$ cat src/rtl/core_pkg.sv
// Shared sizes and types for the small-queue slot allocator.
package core_pkg;
  localparam int ALLOC_ENTRIES = 8;
  localparam int ALLOC_IDX_W   = 3;

  typedef logic [ALLOC_IDX_W-1:0]   alloc_idx_t;
  typedef logic [ALLOC_ENTRIES-1:0] alloc_vec_t;
endpackage

$ cat src/rtl/and8.sv
// 8-input AND reduction; forms the allocator's full flag from the valid vector.
module and8
  import core_pkg::*;
(
  input  alloc_vec_t a,
  output logic       y
);
  assign y = &a;
endmodule

$ cat src/rtl/prio_enc8.sv
// 8-bit priority encoder: returns the first set bit, scanning from bit 0 when
// LOW_FIRST != 0, otherwise from bit 7. idx is 0 when nothing is found.
module prio_enc8
  import core_pkg::*;
#(
  parameter int LOW_FIRST = 1
) (
  input  alloc_vec_t vec,
  output alloc_idx_t idx,
  output logic       found
);
  always_comb begin
    idx   = '0;
    found = 1'b0;
    for (int i = 0; i < ALLOC_ENTRIES; i++) begin
      if (LOW_FIRST != 0) begin
        if (!found && vec[i]) begin
          idx   = ALLOC_IDX_W'(i);
          found = 1'b1;
        end
      end else begin
        if (!found && vec[ALLOC_ENTRIES-1-i]) begin
          idx   = ALLOC_IDX_W'(ALLOC_ENTRIES-1-i);
          found = 1'b1;
        end
      end
    end
  end
endmodule

$ cat src/rtl/entry_alloc8.sv
// 8-slot valid-vector allocator: one grant per cycle, dealloc/flush frees.
// Optional ENTRY_ALLOC_STALL_CNT_EN adds a saturating full-stall counter.
module entry_alloc8
  import core_pkg::*;
#(
  parameter int LOW_FIRST = 1,
  parameter int CNT_W     = 4
) (
  input  logic             clk,
  input  logic             rst_aL,
  input  logic             alloc_req,
  output logic             alloc_gnt,
  output alloc_idx_t       alloc_idx,
  input  logic             dealloc_vld,
  input  alloc_idx_t       dealloc_idx,
  input  logic             flush,
  output alloc_vec_t       valid_vec,
  output logic             full,
  output logic             empty,
  output logic [CNT_W-1:0] occupancy,
  output logic             dealloc_err
`ifdef ENTRY_ALLOC_STALL_CNT_EN
  ,output logic [15:0]     stall_cnt
`endif
);
  alloc_vec_t free_vec;
  alloc_idx_t enc_idx;
  logic       enc_found;
  logic       dealloc_hit;
  alloc_vec_t set_mask;
  alloc_vec_t clr_mask;

  // Grants look only at registered state, so a slot freed this cycle waits a cycle.
  assign free_vec = ~valid_vec;

  prio_enc8 #(.LOW_FIRST(LOW_FIRST)) u_enc (
    .vec   (free_vec),
    .idx   (enc_idx),
    .found (enc_found)
  );

  // Gating with rst_aL keeps a grant from leaking out while reset is asserted.
  assign alloc_gnt   = alloc_req & enc_found & ~flush & rst_aL;
  assign alloc_idx   = alloc_gnt ? enc_idx : '0;
  assign dealloc_hit = dealloc_vld & valid_vec[dealloc_idx];
  assign set_mask    = alloc_gnt   ? (alloc_vec_t'(1) << alloc_idx)   : '0;
  assign clr_mask    = dealloc_vld ? (alloc_vec_t'(1) << dealloc_idx) : '0;

  and8 u_full (
    .a (valid_vec),
    .y (full)
  );

  assign empty = ~|valid_vec;

  always_ff @(posedge clk or negedge rst_aL) begin
    if (!rst_aL) begin
      valid_vec   <= '0;
      occupancy   <= '0;
      dealloc_err <= 1'b0;
    end else if (flush) begin
      valid_vec   <= '0;
      occupancy   <= '0;
    end else begin
      valid_vec   <= (valid_vec | set_mask) & ~clr_mask;
      occupancy   <= occupancy + CNT_W'(alloc_gnt) - CNT_W'(dealloc_hit);
      if (dealloc_vld && !valid_vec[dealloc_idx])
        dealloc_err <= 1'b1;
    end
  end

`ifdef ENTRY_ALLOC_STALL_CNT_EN
  always_ff @(posedge clk or negedge rst_aL) begin
    if (!rst_aL)
      stall_cnt <= '0;
    else if (alloc_req && full && (stall_cnt != 16'hFFFF))
      stall_cnt <= stall_cnt + 16'd1;
  end
`endif
endmodule

$ cat config.mk
export PLATFORM = sky130hd
export DESIGN_NAME = entry_alloc8
export DESIGN_NICKNAME = d
export VERILOG_FILES = /design/src/rtl/core_pkg.sv /design/src/rtl/and8.sv /design/src/rtl/prio_enc8.sv /design/src/rtl/entry_alloc8.sv
export SDC_FILE = /design/constraint.sdc
export NUM_CORES = 1
export LEC_CHECK = 0
export ABC_AREA = 1
export CORE_MARGIN = 5
export CORE_UTILIZATION = 45
export DETAILED_ROUTE_END_ITERATION = 6
export PLACE_DENSITY = 0.75
export SETUP_SLACK_MARGIN = 0.2
export SKIP_LAST_GASP = 1
export SYNTH_ARGS = -nofsm -noshare
export SYNTH_HDL_FRONTEND = slang
export SYNTH_SLANG_ARGS = --single-unit
$ cat constraint.sdc
create_clock -name clk -period 2.47 [get_ports clk]
set_clock_uncertainty 0.05 [all_clocks]
set_input_delay 0.3705 -clock clk [delete_from_list [all_inputs] [get_ports clk]]
set_output_delay 0.3705 -clock clk [all_outputs]
set_load 0.02 [all_outputs]
; After elaboration in Yosys (flattened, before gate mapping)
; Index checks and enable logic that the tools add are counted.
[word_totals]
input_bits = 8
regBits = 13
elab_cells = 59
output_inout_bits = 19
[classes]
bitwise = 9
order_cmp = 1
mux = 22
add_sub_neg = 2
reduce_logical = 20
shift = 2
[op_table]
columns = operator, count
row1 = 8-bit 2-to-1 mux, 3
row2 = 3-bit 2-to-1 mux, 7
row3 = 8-bit inverter, 2
row4 = "1-bit by 3-bit << shifter with 8-bit output, first input constant", 2
row5 = 1-bit 2-to-1 mux, 10
row6 = 1-bit logical NOT, 9
row7 = 8-bit AND, 1
row8 = 1-bit logical AND, 8
row9 = 8-bit OR, 1
row10 = 8-bit AND reduction, 1
row11 = 8-bit OR reduction, 1
row12 = 4-bit by 1-bit adder with 4-bit output, 1
row13 = 1-bit AND, 4
row14 = "3-bit by 4-bit < comparator with 1-bit output, second input constant", 1
row15 = 4-bit 2-to-1 mux, 1
row16 = 4-bit by 1-bit subtractor with 4-bit output, 1
row17 = 1-bit binary-select mux with 3-bit select, 1
row18 = 2-bit AND reduction, 1
row19 = 1-bit inverter, 1

; Longest topological paths before layout
[logic_depth]
word_depth = 32
depth_mapped = 13
ltp_nobuf = 13

; Modules after synthesis
; Synthesis repeated with hierarchy kept, for this count alone.
[unflattened]
cells_unflattened = 154
hier_area_um2 = 1034.7
[by_module_without_submodules]
columns = mod, n_inst, seq_area_each_um2, cells_per_inst, area_each_um2
row1 = entry_alloc8, 1, 325.3, 121, 885.8
row2 = prio_enc8, 1, 0.0, 22, 107.6
row3 = and8, 1, 0.0, 11, 41.3

; Worst setup path after synthesis
; No wires, ideal clock.
[synth_timing]
path_type = flip-flop to flip-flop
start = reg valid_vec[7]
end = reg occupancy[2]
path_stages_with_launch = 11
arrival_time_ps = 1884
slack_ps = 418
synth_period_minus_slack_ps = 2052
setup_ps = 119
n_path_buf = 0
required_ps = 2301
cell_sequence = dfrtp_1 nand2_1 nand3_1 o22ai_1 nor2_1 ha_1 inv_1 ha_1 fa_1 xnor2_1 nor2_1
[synth_via]
elab_chain_len = 9
elab_cells_between_ends = 12
classes_between = add/sub (2) / mux (4) / bitwise (5) / reduce/logical (1)
[synth_rtl]
columns = element, line
row1 = from (decl), entry_alloc8.sv:17  ; output alloc_vec_t valid_vec,
row2 = from (signal assigned), entry_alloc8.sv:65  ; valid_vec <= (valid_vec | set_mask) & ~clr_mask;
row3 = 8-bit inverter, entry_alloc8.sv:34  ; assign free_vec = ~valid_vec;
row4 = 1-bit logical AND, prio_enc8.sv:17  ; if (!found && vec[i]) begin
row5 = 1-bit 2-to-1 mux, prio_enc8.sv:17
row6 = 1-bit AND (3 in series), entry_alloc8.sv:43  ; assign alloc_gnt = alloc_req & enc_found & ~flush & rst_aL;
row7 = 4-bit by 1-bit adder with 4-bit output, entry_alloc8.sv:66  ; occupancy <= occupancy + CNT_W'(alloc_gnt) - CNT_W'(dealloc_hit);
row8 = 4-bit by 1-bit subtractor with 4-bit output *, entry_alloc8.sv:66
row9 = 4-bit 2-to-1 mux *, entry_alloc8.sv:61  ; end else if (flush) begin
row10 = to (signal assigned), entry_alloc8.sv:66
row11 = to (decl), entry_alloc8.sv:20  ; output logic [CNT_W-1:0] occupancy,
; Every way passes the cells marked *; elsewhere a longest branch is shown, timed or not. The select of a mux whose other input is x is not followed.
; A chain may end at the register's enable or synchronous reset.

; Worst setup path in the final report
[layout_timing]
start = reg valid_vec[4]
end = out alloc_idx[0]
[layout_via]
elab_chain_len = 16
elab_cells_between_ends = 20
classes_between = mux (9) / bitwise (4) / reduce/logical (7)
[layout_rtl]
columns = element, line
row1 = 8-bit inverter *, entry_alloc8.sv:34
row2 = 1-bit logical AND *, prio_enc8.sv:17
row3 = 1-bit 2-to-1 mux, prio_enc8.sv:17
row4 = 1-bit logical NOT, prio_enc8.sv:17
row5 = 1-bit logical AND, prio_enc8.sv:17
row6 = 1-bit 2-to-1 mux, prio_enc8.sv:17
row7 = 1-bit logical NOT, prio_enc8.sv:17
row8 = 1-bit logical AND, prio_enc8.sv:17
row9 = 1-bit 2-to-1 mux, prio_enc8.sv:17
row10 = 1-bit logical NOT, prio_enc8.sv:17
row11 = 1-bit logical AND, prio_enc8.sv:17
row12 = 1-bit 2-to-1 mux, prio_enc8.sv:17
row13 = 1-bit AND (3 in series), entry_alloc8.sv:43
row14 = 3-bit 2-to-1 mux *, entry_alloc8.sv:44  ; assign alloc_idx = alloc_gnt ? enc_idx : '0;
row15 = to (decl), entry_alloc8.sv:13  ; output alloc_idx_t alloc_idx,
; Every way passes the cells marked *; elsewhere a longest branch is shown, timed or not.

==> impl_metrics.tcl <==
set metrics [dict create \
    run_status "complete, no violations" \
    regArea_um2 327 \
    die_w_um 56.8 \
    worst_slack_ps 294 \
    postSynthAreaPerCell_um2 7.25 \
    die-area_um2 3230 \
    max_slew_margin 0.819 \
    grt.total_usage 0.173 \
    critPathArrivalTime_ps 1760 \
    ys_types 22 \
    final_cell_area_um2 1370 \
    p_leak_nw 0.669 \
    drcViolationCount 0 \
    r2r-start "valid_vec[4]" \
    syn_nets 149 \
    overflow 0 \
    synth_top_area_share 0.330 \
    power.total_uw 581 \
    ys_top_cells_by_area "dfrtp_1, nand2_1, inv_1, ha_1, nand3_1" \
    clk_pin_slew_ps 90 \
    critical_path.max_fanout 5 \
    coreArea_um2 2150 \
    synth_warnings 0 \
    vias 1001 \
    rsz0062_at_grt "false" \
    drive_above_1_share 0.208 \
    ir_drop_v 0.000289 \
    cts_tree "built" \
    r2r_end "occupancy[2]" \
    grt_pass1_wl_um 4300 \
    die-height_um 56.8 \
    clockRootBuffer "clkbuf_4" \
    fill_cells 177 \
    cts-buffers-inserted 3 \
    final_common_cell "nand2_1" \
    min_from "dealloc_err" \
    syn_to_final_growth_pct 39.0 \
    period_share 0.881 \
    firstDrtPassIters 5 \
    holdPathEnd "dealloc_err" \
    worst_pin_slew_ps 270 \
    grt_start_max_net_pins 14 \
    cp-end-kind "output pin" \
    synth_area_um2 986 \
    hold_viol 0 \
    gp_congestion 0.851 \
    reg2reg_slack_ps 370 \
    setup.worst_path.class "flop to output pin" \
    wire_per_inst_um 12.5 \
    clk_latency_ps 290 \
    hold_depth 2 \
    min_period_ps 2180 \
    drt_iter0_drc 42 \
    hp-class "flop to flop" \
    vias_per_cell 4.98 \
    cts_sinks 13 \
    multiInputGateArea_um2 567 \
    setup_viol 0 \
    fmax_mhz 460 \
    r2r_cells 10 \
    clockBufferDepth 2 \
    initial_utilization 0.459 \
    fin_nets 187 \
    grt_pass1_vias 998 \
    start_kind "flop" \
    place_ws_ps -199 \
    htreeDepth 1 \
    critPathRequiredTime_ps 2050 \
    drv_slew 0 \
    cp_slowest_stage_delay_ps 460 \
    ys_ff_latch 13 \
    max_cap_violations 0 \
    portBuffers 26 \
    dp_hpwl_um 2070 \
    synth_top_cell_by_area "dfrtp_1" \
    ioPinCount 27 \
    row_count 17 \
    seq_area_frac_synth 0.330 \
    slowest_stage "dfrtp_1" \
    final_cell_mix "nand2_1, inv_1, clkdlybuf4s50_1" \
    cts_setup_buffers 0 \
    synth_cells 136 \
    drtAntennaViolNets 0 \
    grt_antenna_before_repair 0 \
    power_density_nw_per_um2 424 \
    antenna_cells 0 \
    crit_chain "nand2_2 > nor2_1 > o21ai_1 > nand2_4 > nor2_8 > clkdlybuf4s15_1" \
    wirelength_um 2510 \
    post_dp_cell_area_um2 1330 \
]
## routing by layer
metal | vias up | track usage | wire length (um)
met5 | - | 0 | 0
met4 | 0 | 0.116 | 122
met3 | 13 | 0.0322 | 138
met1 | 453 | 0.222 | 1110
met2 | 38 | 0.261 | 1140
li1 | 497 | - | -
## synthesized netlist by cell type (all sizes together)
library cell / number
o21ai: 4
nand2: 41
xnor2: 2
fa: 1
ha: 4
o22ai: 1
nand4: 4
inv: 28
nand3: 11
nor2: 16
a21oi: 11
dfrtp: 13
## report_power, final
part	total (mW)	internal [mW]	leakage, nW	switching, mW
logic	0.192	0.0884	0.479	0.103
clock network	0.146	0.0603	0.0177	0.0858
registers	0.243	0.230	0.172	0.0134
total	0.581	0.379	0.669	0.203
## worst max-delay path: cells and delay by family (launching register included)
kind | cells | cell delay [ps]
AND/OR/NAND/NOR | 4 | 430
buffers and inverters | 1 | 330
AO/OA/AOI/OAI | 1 | 240
flip-flops | 1 | 460
## area by class of cell
| type | count | share of cell area |
|---|---|---|
| clock inverter | 1 | 0.00365 |
| timing repair buffer | 33 | 0.226 |
| sequential | 13 | 0.238 |
| tap | 28 | 0.0256 |
| inverter | 28 | 0.0767 |
| clock buffer | 3 | 0.0164 |
| multi-input combinational | 95 | 0.414 |
## kinds of logic after synthesis
kind of cell / synth area share
adder cells (fa/ha/maj): 0.0711
buffers and inverters: 0.107
AND/OR/NAND/NOR: 0.373
flip-flops: 0.330
AO/OA/AOI/OAI: 0.102
XOR/XNOR: 0.0178
## timing repair
action | CTS | global route
hold buffers | 0 | 0
gates resized for setup | 9 | 3
endpoints found under the setup margin | 6 | 3
## through the flow
| stage | util | cells | hold WS (ps) | setup TNS, ps |
|---|---|---|---|---|
| floorplan | - | 136 | 24.9 | 0 |
| detailed placement | 0.621 | 197 | 399 | -462 |
| finish | 0.638 | 201 | 420 | 0 |
| global route | 0.638 | 201 | 446 | 0 |
| CTS | 0.635 | 201 | 422 | 0 |
| global placement | 0.621 | 197 | 396 | -234 |
## flip-flops by register name (all words and copies together), names as in the netlist
name	cells
valid_vec	8
occupancy	4
dealloc_err	1
## worst max path at each step
stage / startpoint / slack, ps / endpoint
after floorplan: valid_vec[7] / 420 / occupancy[2]
after global placement: dealloc_idx[1] / -140 / occupancy[2]
after detailed placement: dealloc_idx[1] / -200 / occupancy[1]
after CTS: dealloc_idx[2] / 270 / occupancy[2]
after global routing: dealloc_idx[1] / 210 / occupancy[2]
final: valid_vec[4] / 290 / alloc_idx[0]
No activity file was read; power rests on OpenSTA's default activity.
